### src/rtl/bcd_seq_pkg.sv
// Shared types and constants for the sequenced binary-to-BCD converter.
// Holds the FSM state encoding, default geometry and the per-digit correction helper.
package bcd_seq_pkg;

    localparam int BCD_IN_W   = 11;
    localparam int BCD_DIGITS = 4;
    localparam int BCD_CNT_W  = $clog2(BCD_IN_W + 1);

    typedef enum logic [1:0] {
        IDLE  = 2'd0,
        SHIFT = 2'd1,
        DONE  = 2'd2
    } state_t;

    // Double-dabble digit correction: a digit of 5..9 would exceed 9 after doubling.
    function automatic logic [3:0] dabble_fix(input logic [3:0] d);
        logic [3:0] r;
        if (d >= 4'd5) begin
            r = d + 4'd3;
        end else begin
            r = d;
        end
        return r;
    endfunction

endpackage

### src/rtl/bcd_add3.sv
// Combinational add-3 correction for one BCD digit (no carry to neighbours).
module bcd_add3
    import bcd_seq_pkg::*;
(
    input  logic [3:0] din,
    output logic [3:0] dout
);

    // Per-digit correction applied before each shift.
    always_comb begin
        dout = dabble_fix(din);
    end

endmodule

### src/rtl/bcd_seq_ctrl.sv
// Sequenced binary-to-BCD controller: one double-dabble step per clock, start/ready in, done pulse out.
// Optional leading-zero blanking output enabled by defining BCD_SEQ_BLANK_EN.
module bcd_seq_ctrl
    import bcd_seq_pkg::*;
#(
    parameter int IN_W   = BCD_IN_W,
    parameter int DIGITS = BCD_DIGITS
) (
    input  logic                  clk,
    input  logic                  reset,
    input  logic                  start,
    input  logic [IN_W-1:0]       bin,
    output logic                  ready,
    output logic                  done,
    output logic [4*DIGITS-1:0]   bcd
`ifdef BCD_SEQ_BLANK_EN
    ,
    output logic [DIGITS-1:0]     blank
`endif
);

    localparam int BW    = 4 * DIGITS;
    localparam int CNT_W = $clog2(IN_W + 1);

    state_t             state_r;
    logic [IN_W-1:0]    op_r;
    logic [BW-1:0]      work_r;
    logic [CNT_W-1:0]   cnt_r;
    logic [BW-1:0]      fix_s;
    logic [BW-1:0]      work_shift_s;

    for (genvar g = 0; g < DIGITS; g++) begin : g_digit
        bcd_add3 u_add3 (
            .din  (work_r[4*g +: 4]),
            .dout (fix_s[4*g +: 4])
        );
    end

    // Corrected working value shifted left, pulling in the operand MSB.
    always_comb begin
        work_shift_s = {fix_s[BW-2:0], op_r[IN_W-1]};
    end

`ifdef BCD_SEQ_BLANK_EN
    logic [DIGITS-1:0] blank_next_s;
    logic              zero_above_s;

    // Digit i blanks only when it and every more significant digit are zero; digit 0 always shows.
    always_comb begin
        blank_next_s = {DIGITS{1'b0}};
        zero_above_s = 1'b1;
        for (int i = DIGITS - 1; i >= 1; i--) begin
            zero_above_s    = zero_above_s & (work_shift_s[4*i +: 4] == 4'd0);
            blank_next_s[i] = zero_above_s;
        end
    end
`endif

    // Control FSM with registered handshake and result outputs.
    always_ff @(posedge clk) begin
        if (reset) begin
            state_r <= IDLE;
            op_r    <= {IN_W{1'b0}};
            work_r  <= {BW{1'b0}};
            cnt_r   <= {CNT_W{1'b0}};
            ready   <= 1'b1;
            done    <= 1'b0;
            bcd     <= {BW{1'b0}};
`ifdef BCD_SEQ_BLANK_EN
            blank   <= {{(DIGITS-1){1'b1}}, 1'b0};
`endif
        end else begin
            case (state_r)
                IDLE: begin
                    done <= 1'b0;
                    if (start) begin
                        op_r    <= bin;
                        work_r  <= {BW{1'b0}};
                        cnt_r   <= CNT_W'(IN_W);
                        ready   <= 1'b0;
                        state_r <= SHIFT;
                    end else begin
                        ready   <= 1'b1;
                    end
                end
                SHIFT: begin
                    op_r   <= {op_r[IN_W-2:0], 1'b0};
                    work_r <= work_shift_s;
                    cnt_r  <= cnt_r - CNT_W'(1);
                    // The last step's result is published straight into the output register.
                    if (cnt_r == CNT_W'(1)) begin
                        bcd     <= work_shift_s;
`ifdef BCD_SEQ_BLANK_EN
                        blank   <= blank_next_s;
`endif
                        done    <= 1'b1;
                        state_r <= DONE;
                    end else begin
                        done    <= 1'b0;
                    end
                end
                DONE: begin
                    done    <= 1'b0;
                    ready   <= 1'b1;
                    state_r <= IDLE;
                end
                default: begin
                    done    <= 1'b0;
                    ready   <= 1'b1;
                    state_r <= IDLE;
                end
            endcase
        end
    end

endmodule

### config.mk
export PLATFORM = sky130hd
export DESIGN_NAME = bcd_seq_ctrl
export DESIGN_NICKNAME = d
export VERILOG_FILES = /design/src/rtl/bcd_seq_pkg.sv /design/src/rtl/bcd_add3.sv /design/src/rtl/bcd_seq_ctrl.sv
export SDC_FILE = /design/constraint.sdc
export NUM_CORES = 1
export LEC_CHECK = 0
export CAP_MARGIN = 20
export CORE_UTILIZATION = 35
export DETAILED_ROUTE_END_ITERATION = 10
export DONT_BUFFER_PORTS = 1
export HOLD_SLACK_MARGIN = 0.1
export PLACE_DENSITY = 0.5
export SYNTH_ARGS = -nofsm -noshare
export SYNTH_HDL_FRONTEND = slang
export SYNTH_HIERARCHICAL = 1
export SYNTH_SLANG_ARGS = --single-unit
### constraint.sdc
create_clock -name clk -period 1.6 [get_ports clk]
set_clock_uncertainty 0.1 [all_clocks]
set_input_delay 0.24 -clock clk [delete_from_list [all_inputs] [get_ports clk]]
set_output_delay 0.24 -clock clk [all_outputs]
set_load 0.05 [all_outputs]
* Yosys cells after proc, flatten, opt, wreduce, memory -nomap -nowiden *
Index checks and enable logic that the tools add are counted.

word-level totals
  register bits after elaboration = 51
  word-level logic and storage cells = 43
  output and inout port bits = 18

cells by class
  order comparisons = 4
  add/subtract/negate cells = 5
  bitwise operators = 1
  mux-type cells = 16
  equal/unequal tests = 4
  reductions and logical operators = 6

operators by type and width
  cell                                                                                  number
  16-bit case mux with 2 select lines                                                   1
  11-bit case mux with 2 select lines                                                   1
  4-bit by 3-bit greater-or-equal comparator with 1-bit output (second input constant)  4
  16-bit two-way mux                                                                    1
  4-bit two-way mux                                                                     4
  4-bit by 2-bit adder with 4-bit output (second input constant)                        3
  11-bit two-way mux                                                                    1
  4-bit case mux with 2 select lines                                                    1
  2-bit AND reduction                                                                   3
  4-bit by 1-bit equality test with 1-bit output (second input constant)                1
  2-bit two-way mux                                                                     2
  2-bit inequality test (second input constant)                                         2
  2-bit case mux with 2 select lines                                                    1
  4-bit by 1-bit subtractor with 4-bit output (second input constant)                   1
  3-bit by 2-bit adder with 3-bit output (second input constant)                        1
  3-bit two-way mux                                                                     1
  2-bit by 1-bit equality test with 1-bit output (second input constant)                1
  2-bit logical NOT                                                                     1
  1-bit two-way mux                                                                     2
  1-bit case mux with 2 select lines                                                    1
  2-bit nonzero test                                                                    1
  2-bit OR reduction                                                                    1
  1-bit inverter                                                                        1

* Longest topological paths before layout *
  word-level depth = 3
  mapped depth = 7
  mapped depth without buffers = 7

* By module *
The synthesis kept the hierarchy.

by module, submodules not included
  module        times used  sequential area each (µm²)  area an instance (µm²)  cells each
  bcd_seq_ctrl  1           1021.0                      1889.3                  185
  bcd_add3      4           0.0                         101.3                   16

* Worst setup path after synthesis *
No wires, ideal clock.

  kind = reg-to-reg
  from = reg cnt_r[1]
  to = reg bcd[0]
  data required time = 1383 ps
  stages on the path, launching flop included = 8
  period minus slack after synthesis = 1540 ps
  path slack = 60 ps
  arrival = 1323 ps
  cells stage by stage = dfxtp_1 -> inv_1 -> ha_1 -> nor3b_2 -> and3b_1 -> buf_6 -> buf_6 -> a22o_1

on the way
  longest elaborated chain between the ends = 2

RTL lines
  what                                            RTL line            source
  from (decl)                                     bcd_seq_ctrl.sv:28  logic [CNT_W-1:0] cnt_r;
  from (signal assigned)                          bcd_seq_ctrl.sv:65  cnt_r <= {CNT_W{1'b0}};
  from (signal assigned)                          bcd_seq_ctrl.sv:79  cnt_r <= CNT_W'(IN_W);
  from (signal assigned)                          bcd_seq_ctrl.sv:89  cnt_r <= cnt_r - CNT_W'(1);
  4-bit by 1-bit equality test with 1-bit output  bcd_seq_ctrl.sv:91  if (cnt_r == CNT_W'(1)) begin
  2-bit AND reduction (no line)                   -
  to (signal assigned)                            bcd_seq_ctrl.sv:68  bcd <= {BW{1'b0}};
  to (signal assigned)                            bcd_seq_ctrl.sv:92  bcd <= work_shift_s;
  to (decl)                                       bcd_seq_ctrl.sv:15  output logic [4*DIGITS-1:0] bcd

No other way between the ends.
A chain may end at the register's enable or synchronous reset.

* Worst setup path after layout *
  from = reg cnt_r[1]
  to = reg bcd[9]

Same word-level chain as after synthesis.

==> impl_metrics.tcl <==
set metrics [dict create \
    seq_area_um2 1030 \
    multi_input_area_um2 1200 \
    vias 1768 \
    root_buffer "clkbuf_8" \
    drt-met1-wl_um 2360 \
    grtUsageTotal_pct 14.9 \
    finalWorstSetupSlack_ns 0.0615 \
    internal_power_mw 2.08 \
    cts.clk_slew.worst_paths_ns 0.09 \
    dpl.hpwl_um 3040 \
    clock_latency_ns 0.30 \
    syn_area_per_cell_um2 9.28 \
    ant_nets 0 \
    rows 29 \
    cap_violations 0 \
    antenna_found_initial 0 \
    critical_path.startpoint_type "register" \
    final_layout_size_suffix_gt1_share_pct 19.2 \
    start_util_pct 36.0 \
    whs_ns 0.113 \
    port_buffers 0 \
    routabilityCongestion 0.713 \
    cp_max_fo 7 \
    grt_overflow 0 \
    grt_pass1_wl_um 7670 \
    ios 32 \
    power.switching_mw 0.630 \
    timing.fmax_mhz 650 \
    crit_required_ns 1.70 \
    min_path_type "input port to register" \
    antenna_cells 0 \
    cts_sinks 51 \
    die_w_um 82.6 \
    final.setup.tns_ns 0 \
    critPathArrivalTime_ns 1.64 \
    placed_area_um2 2390 \
    drt_first_iter_violations 62 \
    synthCells 245 \
    comb_power_share_pct 11.4 \
    drc 0 \
    area_delta_synth_final_pct 19.3 \
    vias_per_cell 5.23 \
    first_pass_iters 4 \
    syn_nets 269 \
    wl_met2_um 2200 \
    ir_worst_vdd_mv 0.453 \
    met3WireLength_um 137 \
    layout.cells.non_filler 338 \
    dp.cells 320 \
    post-place-ws_ns -0.147 \
    stdcell_area_um2 2710 \
    fin_crit_sh_pct 96.2 \
    grt_start_max_net_pins 34 \
    die_h_um 82.6 \
    min_period_ns 1.54 \
    power.density_nw_per_um2 998 \
    final.fill_count 628 \
    wl_per_cell_um 14.1 \
    core_region_area_um2 6310 \
    top_layer "met4" \
    routed_wl_um 4760 \
    finalPower_mw 2.71 \
    p_sw_share_pct 23.3 \
    drv_slew 0 \
    status "completed" \
    hold_viol_final 0 \
    grt_pass1_vias 1599 \
    clkPwrFrac_pct 38.7 \
    worstSetupEndpointType "register" \
    cts.htree.levels 2 \
    ys_warn_count 6 \
    p_seq_share_pct 49.9 \
    worstMarginPinSlew_ns 0.523 \
    clk_path_buf_depth 2 \
    fin_nets 284 \
    setup_violations 0 \
    setup.worst_path.class "register to register" \
    cts_tree "built" \
    relSlewSlack_pct 65.1 \
    cts_made_buffers 5 \
    final_core_util_pct 43.0 \
    mappedNetlistArea_um2 2270 \
    dieArea_um2 6830 \
    p_leak_nw 1.05 \
]
power groups by stage:
| stage | Combinational, mW | Sequential [mW] | Clock, mW |
|---|---|---|---|
| 2_1_floorplan | 0.198 | 1.38 | 0 |
| 5_1_grt | 0.343 | 1.36 | 1.13 |
| 3_5_place_dp | 0.264 | 1.38 | 0 |
| 3_3_place_gp | 0.262 | 1.38 | 0 |
| 4_1_cts | 0.301 | 1.35 | 1.08 |
| 6_report | 0.309 | 1.35 | 1.05 |
per-layer routing:
layer  global-route usage (%)  vias up
li1                         -      894
met1                     19.5      845
met2                     23.6       22
met3                     3.96        7
met4                     5.17        0
met5                        0        -
placed cells by master, fill, tap and decap left out, types with 4 or more instances in the layout:
master          n
nor2_1         42
a22oi_1        16
a211oi_1       11
dlygate4sd3_1   5
ha_2            4
dfxtp_2         5
nand2b_4        4
a21oi_4         4
o21ai_0         5
dfxtp_1        46
inv_1          10
clkbuf_8        5
o2bb2ai_1       7
a22o_1         16
nand2b_1        4
buf_4          15
xnor2_1         4
nand2_1        17
ha_1            6
path summary, 6_finish.rpt:
check	cells past startpoint	start	to	slack (ns)
setup / recovery	6	cnt_r[1]	bcd[9]	0.06
hold / removal	2	bin[10]	op_r[10]	0.11
setup reg to reg	6	cnt_r[1]	bcd[9]	0.06
hold reg to reg	2	op_r[6]	op_r[6]	0.41
registers in the layout (all words and copies together) (netlist names):
signal   flops
ready        1
state_r      2
work_r      16
bcd         16
done         1
cnt_r        4
op_r        11
worst max-delay path: stages, from the launching register on:
cell and delay (ns):
dfxtp_1 0.33, inv_1 0.06, ha_1 0.17, nor3b_4 0.16
and3b_2 0.22, buf_4 0.16, a22o_1 0.23
cell type report:
cell class / instances / area share (%)
clock buffer: 6 / 2.67
clock inverter: 2 / 2.21
tap: 77 / 3.55
multi-input combinational: 167 / 44.2
inverter: 12 / 1.66
timing repair buffer: 23 / 7.88
sequential: 51 / 37.9
repair_timing:
| action | CTS | global route |
|---|---|---|
| setup endpoints to repair | 16 | 23 |
| hold buffers | 6 | 0 |
| hold endpoints to repair | 34 | 0 |
| resized for setup | 1 | 21 |
| pin swaps | 0 | 11 |
| setup buffers | 0 | 4 |
No activity file was read; power rests on OpenSTA's default activity.
